===== config.mk =====
export PLATFORM = sky130hd
export DESIGN_NAME = fp_byte_sequencer
export DESIGN_NICKNAME = d
export VERILOG_FILES = /design/src/rtl/fp_pkg.sv /design/src/rtl/byte_slot_mux.sv /design/src/rtl/fp_byte_sequencer.sv
export SDC_FILE = /design/constraint.sdc
export NUM_CORES = 1
export LEC_CHECK = 0
export ABC_AREA = 1
export CAP_MARGIN = 20
export CORE_MARGIN = 2
export CORE_UTILIZATION = 48
export CTS_CLUSTER_SIZE = 24
export DETAILED_ROUTE_END_ITERATION = 7
export GPL_TIMING_DRIVEN = 0
export PLACE_DENSITY = 0.8
export SLEW_MARGIN = 30
export SYNTH_ARGS = -nofsm -noshare
export SYNTH_HDL_FRONTEND = slang
export SYNTH_SLANG_ARGS = --single-unit

===== constraint.sdc =====
create_clock -name clk -period 2 [get_ports clk]
set_input_delay 0.4 -clock clk [delete_from_list [all_inputs] [get_ports clk]]
set_output_delay 0.4 -clock clk [all_outputs]
set_load 0.02 [all_outputs]

===== src/rtl/fp_pkg.sv =====
// ============================================================================
// Module : fp_pkg
// Brief  : Shared constants, state encoding and lane helper for the FP byte
//          sequencer.
// Rev    : 1.0  initial release
// ============================================================================
`default_nettype none

package fp_pkg;

   localparam int FP_W      = 32;
   localparam int BYTE_W    = 8;
   localparam int NUM_BYTES = 4;
   localparam int CNT_W     = 2;

   typedef enum logic [1:0] {
      LOAD_A  = 2'd0,
      LOAD_B  = 2'd1,
      CAPTURE = 2'd2,
      SEND    = 2'd3
   } seq_state_t;

   // Stream slot -> byte lane of the 32-bit word.
   function automatic logic [CNT_W-1:0] slot_to_lane(
      input logic [CNT_W-1:0] slot,
      input logic             lsb_first
   );
      logic [CNT_W-1:0] c_last;
      c_last = CNT_W'(NUM_BYTES - 1);
      return lsb_first ? slot : (c_last - slot);
   endfunction

endpackage

`default_nettype wire


===== src/rtl/byte_slot_mux.sv =====
// ============================================================================
// Module : byte_slot_mux
// Brief  : Byte-slot select (32->8) and byte write-mask decode (8->32),
//          indexed by the stream slot and the configured byte order.
// Rev    : 1.0  initial release
// ============================================================================
`default_nettype none

module byte_slot_mux
   import fp_pkg::*;
#(
   parameter bit LSB_FIRST = 1'b1
)
(
   input  logic [CNT_W-1:0]  i_slot,
   input  logic [FP_W-1:0]   i_word,
   output logic [BYTE_W-1:0] o_byte,
   output logic [FP_W-1:0]   o_wr_mask
);

   logic [CNT_W-1:0]     w_lane;
   logic [NUM_BYTES-1:0] w_lane_we;

   assign w_lane = slot_to_lane(i_slot, LSB_FIRST);

   genvar gi;
   generate
      for (gi = 0; gi < NUM_BYTES; gi++) begin : g_lane
         assign w_lane_we[gi]                      = (w_lane == CNT_W'(gi));
         assign o_wr_mask[gi*BYTE_W +: BYTE_W]     = {BYTE_W{w_lane_we[gi]}};
      end
   endgenerate

   always_comb begin
      o_byte = '0;
      for (int i = 0; i < NUM_BYTES; i++) begin
         if (w_lane_we[i]) begin
            o_byte = i_word[i*BYTE_W +: BYTE_W];
         end
      end
   end

endmodule

`default_nettype wire


===== src/rtl/fp_byte_sequencer.sv =====
// ============================================================================
// Module : fp_byte_sequencer
// Brief  : Byte-serial operand loader and result streamer around an external
//          combinational 32-bit FP add/sub unit.
// Rev    : 1.0  initial release
// ============================================================================
`default_nettype none

module fp_byte_sequencer
   import fp_pkg::*;
#(
   parameter bit LSB_FIRST = 1'b1
)
(
   input  logic              clk,
   input  logic              rst_n,
   input  logic              ena,
   input  logic              clr,
   input  logic [BYTE_W-1:0] in_data,
   input  logic              in_valid,
   input  logic              in_sub,
   output logic              in_ready,
   output logic [FP_W-1:0]   op_a,
   output logic [FP_W-1:0]   op_b,
   output logic              op_sub,
   input  logic [FP_W-1:0]   fp_result,
   output logic [BYTE_W-1:0] out_data,
   output logic              out_valid,
   input  logic              out_ready,
   output logic              busy
);

   seq_state_t        r_state;
   seq_state_t        w_state_nxt;
   logic [CNT_W-1:0]  r_cnt;
   logic [CNT_W-1:0]  w_cnt_nxt;

   logic [FP_W-1:0]   r_op_a;
   logic [FP_W-1:0]   r_op_b;
   logic              r_op_sub;
   logic [FP_W-1:0]   r_result;

   logic              w_in_fire;
   logic              w_out_fire;
   logic              w_last_slot;
   logic [FP_W-1:0]   w_wr_mask;
   logic [FP_W-1:0]   w_in_word;
   logic [BYTE_W-1:0] w_out_byte;

   assign in_ready    = (r_state == LOAD_A) || (r_state == LOAD_B);
   assign out_valid   = (r_state == SEND);
   assign w_in_fire   = ena & in_valid & in_ready;
   assign w_out_fire  = ena & out_valid & out_ready;
   assign w_last_slot = (r_cnt == CNT_W'(NUM_BYTES - 1));
   assign w_in_word   = {NUM_BYTES{in_data}};

   // One slot decoder serves both directions: the counter only ever indexes
   // the operand being loaded or the result being sent, never both at once.
   byte_slot_mux #(
      .LSB_FIRST (LSB_FIRST)
   ) u_slot_mux (
      .i_slot    (r_cnt),
      .i_word    (r_result),
      .o_byte    (w_out_byte),
      .o_wr_mask (w_wr_mask)
   );

   always_ff @(posedge clk or negedge rst_n) begin
      if (!rst_n) begin
         r_state <= LOAD_A;
         r_cnt   <= '0;
      end else if (ena) begin
         r_state <= w_state_nxt;
         r_cnt   <= w_cnt_nxt;
      end
   end

   always_comb begin
      w_state_nxt = r_state;
      w_cnt_nxt   = r_cnt;
      case (r_state)
         LOAD_A: begin
            if (w_in_fire) begin
               if (w_last_slot) begin
                  w_cnt_nxt   = '0;
                  w_state_nxt = LOAD_B;
               end else begin
                  w_cnt_nxt   = r_cnt + CNT_W'(1);
               end
            end
         end
         LOAD_B: begin
            if (w_in_fire) begin
               if (w_last_slot) begin
                  w_cnt_nxt   = '0;
                  w_state_nxt = CAPTURE;
               end else begin
                  w_cnt_nxt   = r_cnt + CNT_W'(1);
               end
            end
         end
         CAPTURE: begin
            w_state_nxt = SEND;
         end
         SEND: begin
            if (w_out_fire) begin
               if (w_last_slot) begin
                  w_cnt_nxt   = '0;
                  w_state_nxt = LOAD_A;
               end else begin
                  w_cnt_nxt   = r_cnt + CNT_W'(1);
               end
            end
         end
         default: begin
            w_cnt_nxt   = '0;
            w_state_nxt = LOAD_A;
         end
      endcase
      // Abort outranks any transfer decided above.
      if (clr) begin
         w_state_nxt = LOAD_A;
         w_cnt_nxt   = '0;
      end
   end

   always_ff @(posedge clk or negedge rst_n) begin
      if (!rst_n) begin
         r_op_a   <= '0;
         r_op_b   <= '0;
         r_op_sub <= 1'b0;
         r_result <= '0;
      end else if (ena && !clr) begin
         if (w_in_fire && (r_state == LOAD_A)) begin
            r_op_a <= (r_op_a & ~w_wr_mask) | (w_in_word & w_wr_mask);
         end
         if (w_in_fire && (r_state == LOAD_B)) begin
            r_op_b <= (r_op_b & ~w_wr_mask) | (w_in_word & w_wr_mask);
            if (w_last_slot) begin
               r_op_sub <= in_sub;
            end
         end
         if (r_state == CAPTURE) begin
            r_result <= fp_result;
         end
      end
   end

   assign op_a     = r_op_a;
   assign op_b     = r_op_b;
   assign op_sub   = r_op_sub;
   assign out_data = out_valid ? w_out_byte : '0;
   assign busy     = !((r_state == LOAD_A) && (r_cnt == '0));

endmodule

`default_nettype wire


==> results.yml <==
cts:
  cts.sinks: 101
  clk_latency_ns: 0.36
  cts_buffers: 9
  clkTransAtPathRegs_ns: 0.10
  clk_path_buf_depth: 2
  cts.htree.levels: 3
  cts_tree: "built"
  cts_root_buf: "clkbuf_8"
floorplan:
  die_h_um: 99.97
  die_area_mm2: 0.009993
  dieWidth_um: 99.97
  core_area_mm2: 0.009065
  io_pins: 123
  start_util_pct: 48.76
  rows: 35
power:
  p_int_mw: 5.633
  p_sw_mw: 3.373
  pwr-share-seq_pct: 38.0
  vdd.ir_drop.worst_v: 0.0007119
  powerDensity_mw_per_mm2: 1434
  leakage_nw: 2.970
  swShare_pct: 37.45
  clkPwrFrac_pct: 15.3
  combinationalPowerShare_pct: 46.8
synth:
  yosysWarnings: 0
  syn-cell-area_mm2: 0.004420
  synth_commonest_cells: "101 x dfrtp_1, 98 x nand2_1, 39 x o21ai_1"
  postSynthAreaPerCell_um2: 10.97
  synth_top_area_share_pct: 57.18
  ys.flop_type: "dfrtp_1"
  synth_edf_count: 0
  synth_top_area_cell: "dfrtp_1"
  synthCells: 403
  synth_nets: 458
  synth_area_leaders: "dfrtp_1 57%, nand2_1 8.3%, mux2_2 7.6%, o21ai_2 5.0%, o21ai_1 4.4%"
  synth_most_common_cell: "dfrtp_1"
  synth-seq-cells: 101
  yosysUniqueCellTypes: 21
  ys_seq_area_share_pct: 57.18
  async_flop_share_pct: 100.0
global_routing:
  grt_pass1_wl_um: 17600
  grt_pass1_vias: 3575
  grt_start_max_net_pins: 74
  grt_usage_pct: 22.68
  antenna_found_initial: 0
  grt_remaining_overflow: 0
worst_setup_path:
  cp_slowest_stage_delay_ns: 0.47
  crit_arrival_ns: 1.78
  critPathKind: "flop to output port"
  end_kind: "output port"
  ff2ff_path_depth: 8
  crit_required_ns: 1.60
  rrSetupSlack_ns: 0.32
  slowest_stage: "dfrtp_2"
  crit_family: "flip-flops"
  worstSetupStartpointType: "flop"
  worstPathCellList: "inv_4 -> ha_4 -> clkbuf_16 -> nand2_2 -> nand2_2 -> o211ai_1 -> a21oi_1 -> buf_4"
  cp_max_fo: 4
  r2r_start: "r_state[0]"
  crit_buf_inv: 3
  cpMostUsedCell: "nand2_2"
route:
  via_count: 3497
  ant_nets: 0
  first_pass_iters: 5
  routed_wl_um: 11250
  drcViolationCount: 0
  wl_per_cell_um: 16.84
  via_per_inst: 5.235
  drtIter0Drc: 157
place:
  gp_congestion: 0.8288
  hpwl_um: 7942
  place_area_mm2: 0.005809
  port_buffers: 122
  place_ws_ns: -0.5440
sta:
  timing.fmax_ghz: 0.4578
  tightest_slew_ns: 0.4757
  hold_ws_ns: 0.4649
  hold_violations: 0
  setup_viol: 9
  fin_crit_ns: 2.184
  min_period_over_period_pct: 109.2
  rsz0062_at_grt: "yes"
  slew_viol_final: 0
  max_slew_margin_pct: 68.25
  skew_ns: 0.01329
  fin_ws_ns: -0.1845
status:
  violations: "setup timing"
  outcome: "finished, violations left"
finish:
  finalInstanceArea_mm2: 0.006281
  nets: 607
  area_delta_synth_final_pct: 42.09
  drive_above_1_share_pct: 26.03
  antennaDiodeCount: 0
flow_run:
  maxCapViolCount: 0
min_path:
  hp-class: "input port to async pin"
==> power by group through the flow <==
stage          sequential [mW]  combinational (mW)  clock, mW
2_1_floorplan             3.96                1.44          0
3_3_place_gp              3.38                3.61          0
3_5_place_dp              3.42                3.72          0
4_1_cts                   3.39                3.89       1.39
5_1_grt                   3.53                4.51       1.47
6_report                  3.42                4.21       1.37
==> worst reg2reg max path, stage by stage, from the launching register on <==
cell	delay, ns
dfrtp_1	0.43
inv_1	0.09
ha_1	0.25
nand2_1	0.17
nor2_8	0.23
nand2_4	0.11
buf_6	0.16
nand2_1	0.06
o21ai_1	0.06
==> cell type report <==
type	instances	area, um2
multi-input cells	264	1748
flip-flops and latches	101	2530
clock inverters	6	75.07
repair buffers	138	1375
fillers	655	2784
clock buffers	10	137.6
well taps	111	138.9
plain buffers	16	181.4
inverters	22	95.09
==> per-layer routing <==
layer,vias to the layer above,part of all wire (%),global-route usage (%)
li1,1643,-,-
met5,-,0,0
met2,121,50,37.32
met3,28,5.3,3.691
met4,0,3.3,9.589
met1,1705,42,30.07
==> placed cells by master, fill, tap and decap left out, types with 16 or more instances in the layout <==
cell / count
clkdlybuf4s50_1: 110
dfrtp_1: 99
nand2_1: 91
o21ai_1: 39
mux2_2: 30
o21ai_2: 25
buf_4: 18
buf_6: 16
a21oi_1: 16
inv_1: 16
==> logic make-up (layout without fill, tap and decap cells) <==
family / after synthesis / after routing / share of synthesized area, %
compound gates: 96 / 96 / 13.44
fa+ha+maj: 8 / 8 / 2.264
buf+inv: 38 / 192 / 5.208
flops: 101 / 101 / 57.18
mux: 32 / 32 / 8.152
simple gates: 128 / 128 / 13.76
==> worst max-delay path by stage <==
stage | from | endpoint | slack (ns) | depth (start not counted)
2_1_floorplan | r_cnt[1] | out_data[0] | 0.07 | 7
3_3_place_gp | rst_n | async pin | -3.08 | 1
3_5_place_dp | r_cnt[1] | out_data[0] | -0.54 | 8
4_1_cts | r_cnt[0] | out_data[2] | -0.21 | 7
5_1_grt | r_cnt[0] | out_data[5] | -0.28 | 8
6_report | r_cnt[0] | out_data[1] | -0.18 | 8
==> stage by stage <==
stage / instances / util [%] / setup TNS [ns] / total power, mW
finish: 668 / 69.29 / -1.254 / 9.005
floorplan: 403 / - / 0 / 5.405
detailed placement: 637 / 64.09 / -4.167 / 7.143
global route: 668 / 69.29 / -1.931 / 9.502
CTS: 658 / 67.40 / -1.442 / 8.674
global placement: 636 / 63.77 / -314.19 / 6.991
==> timing repair <==
item	CTS	global route
resized for setup	67	26
pin swaps	4	10
gates cloned	0	2
endpoints found under the hold margin	28	0
setup buffers	4	9
setup endpoints to repair	11	11
hold buffers	1	0
(Power assumes the default switching activity.)
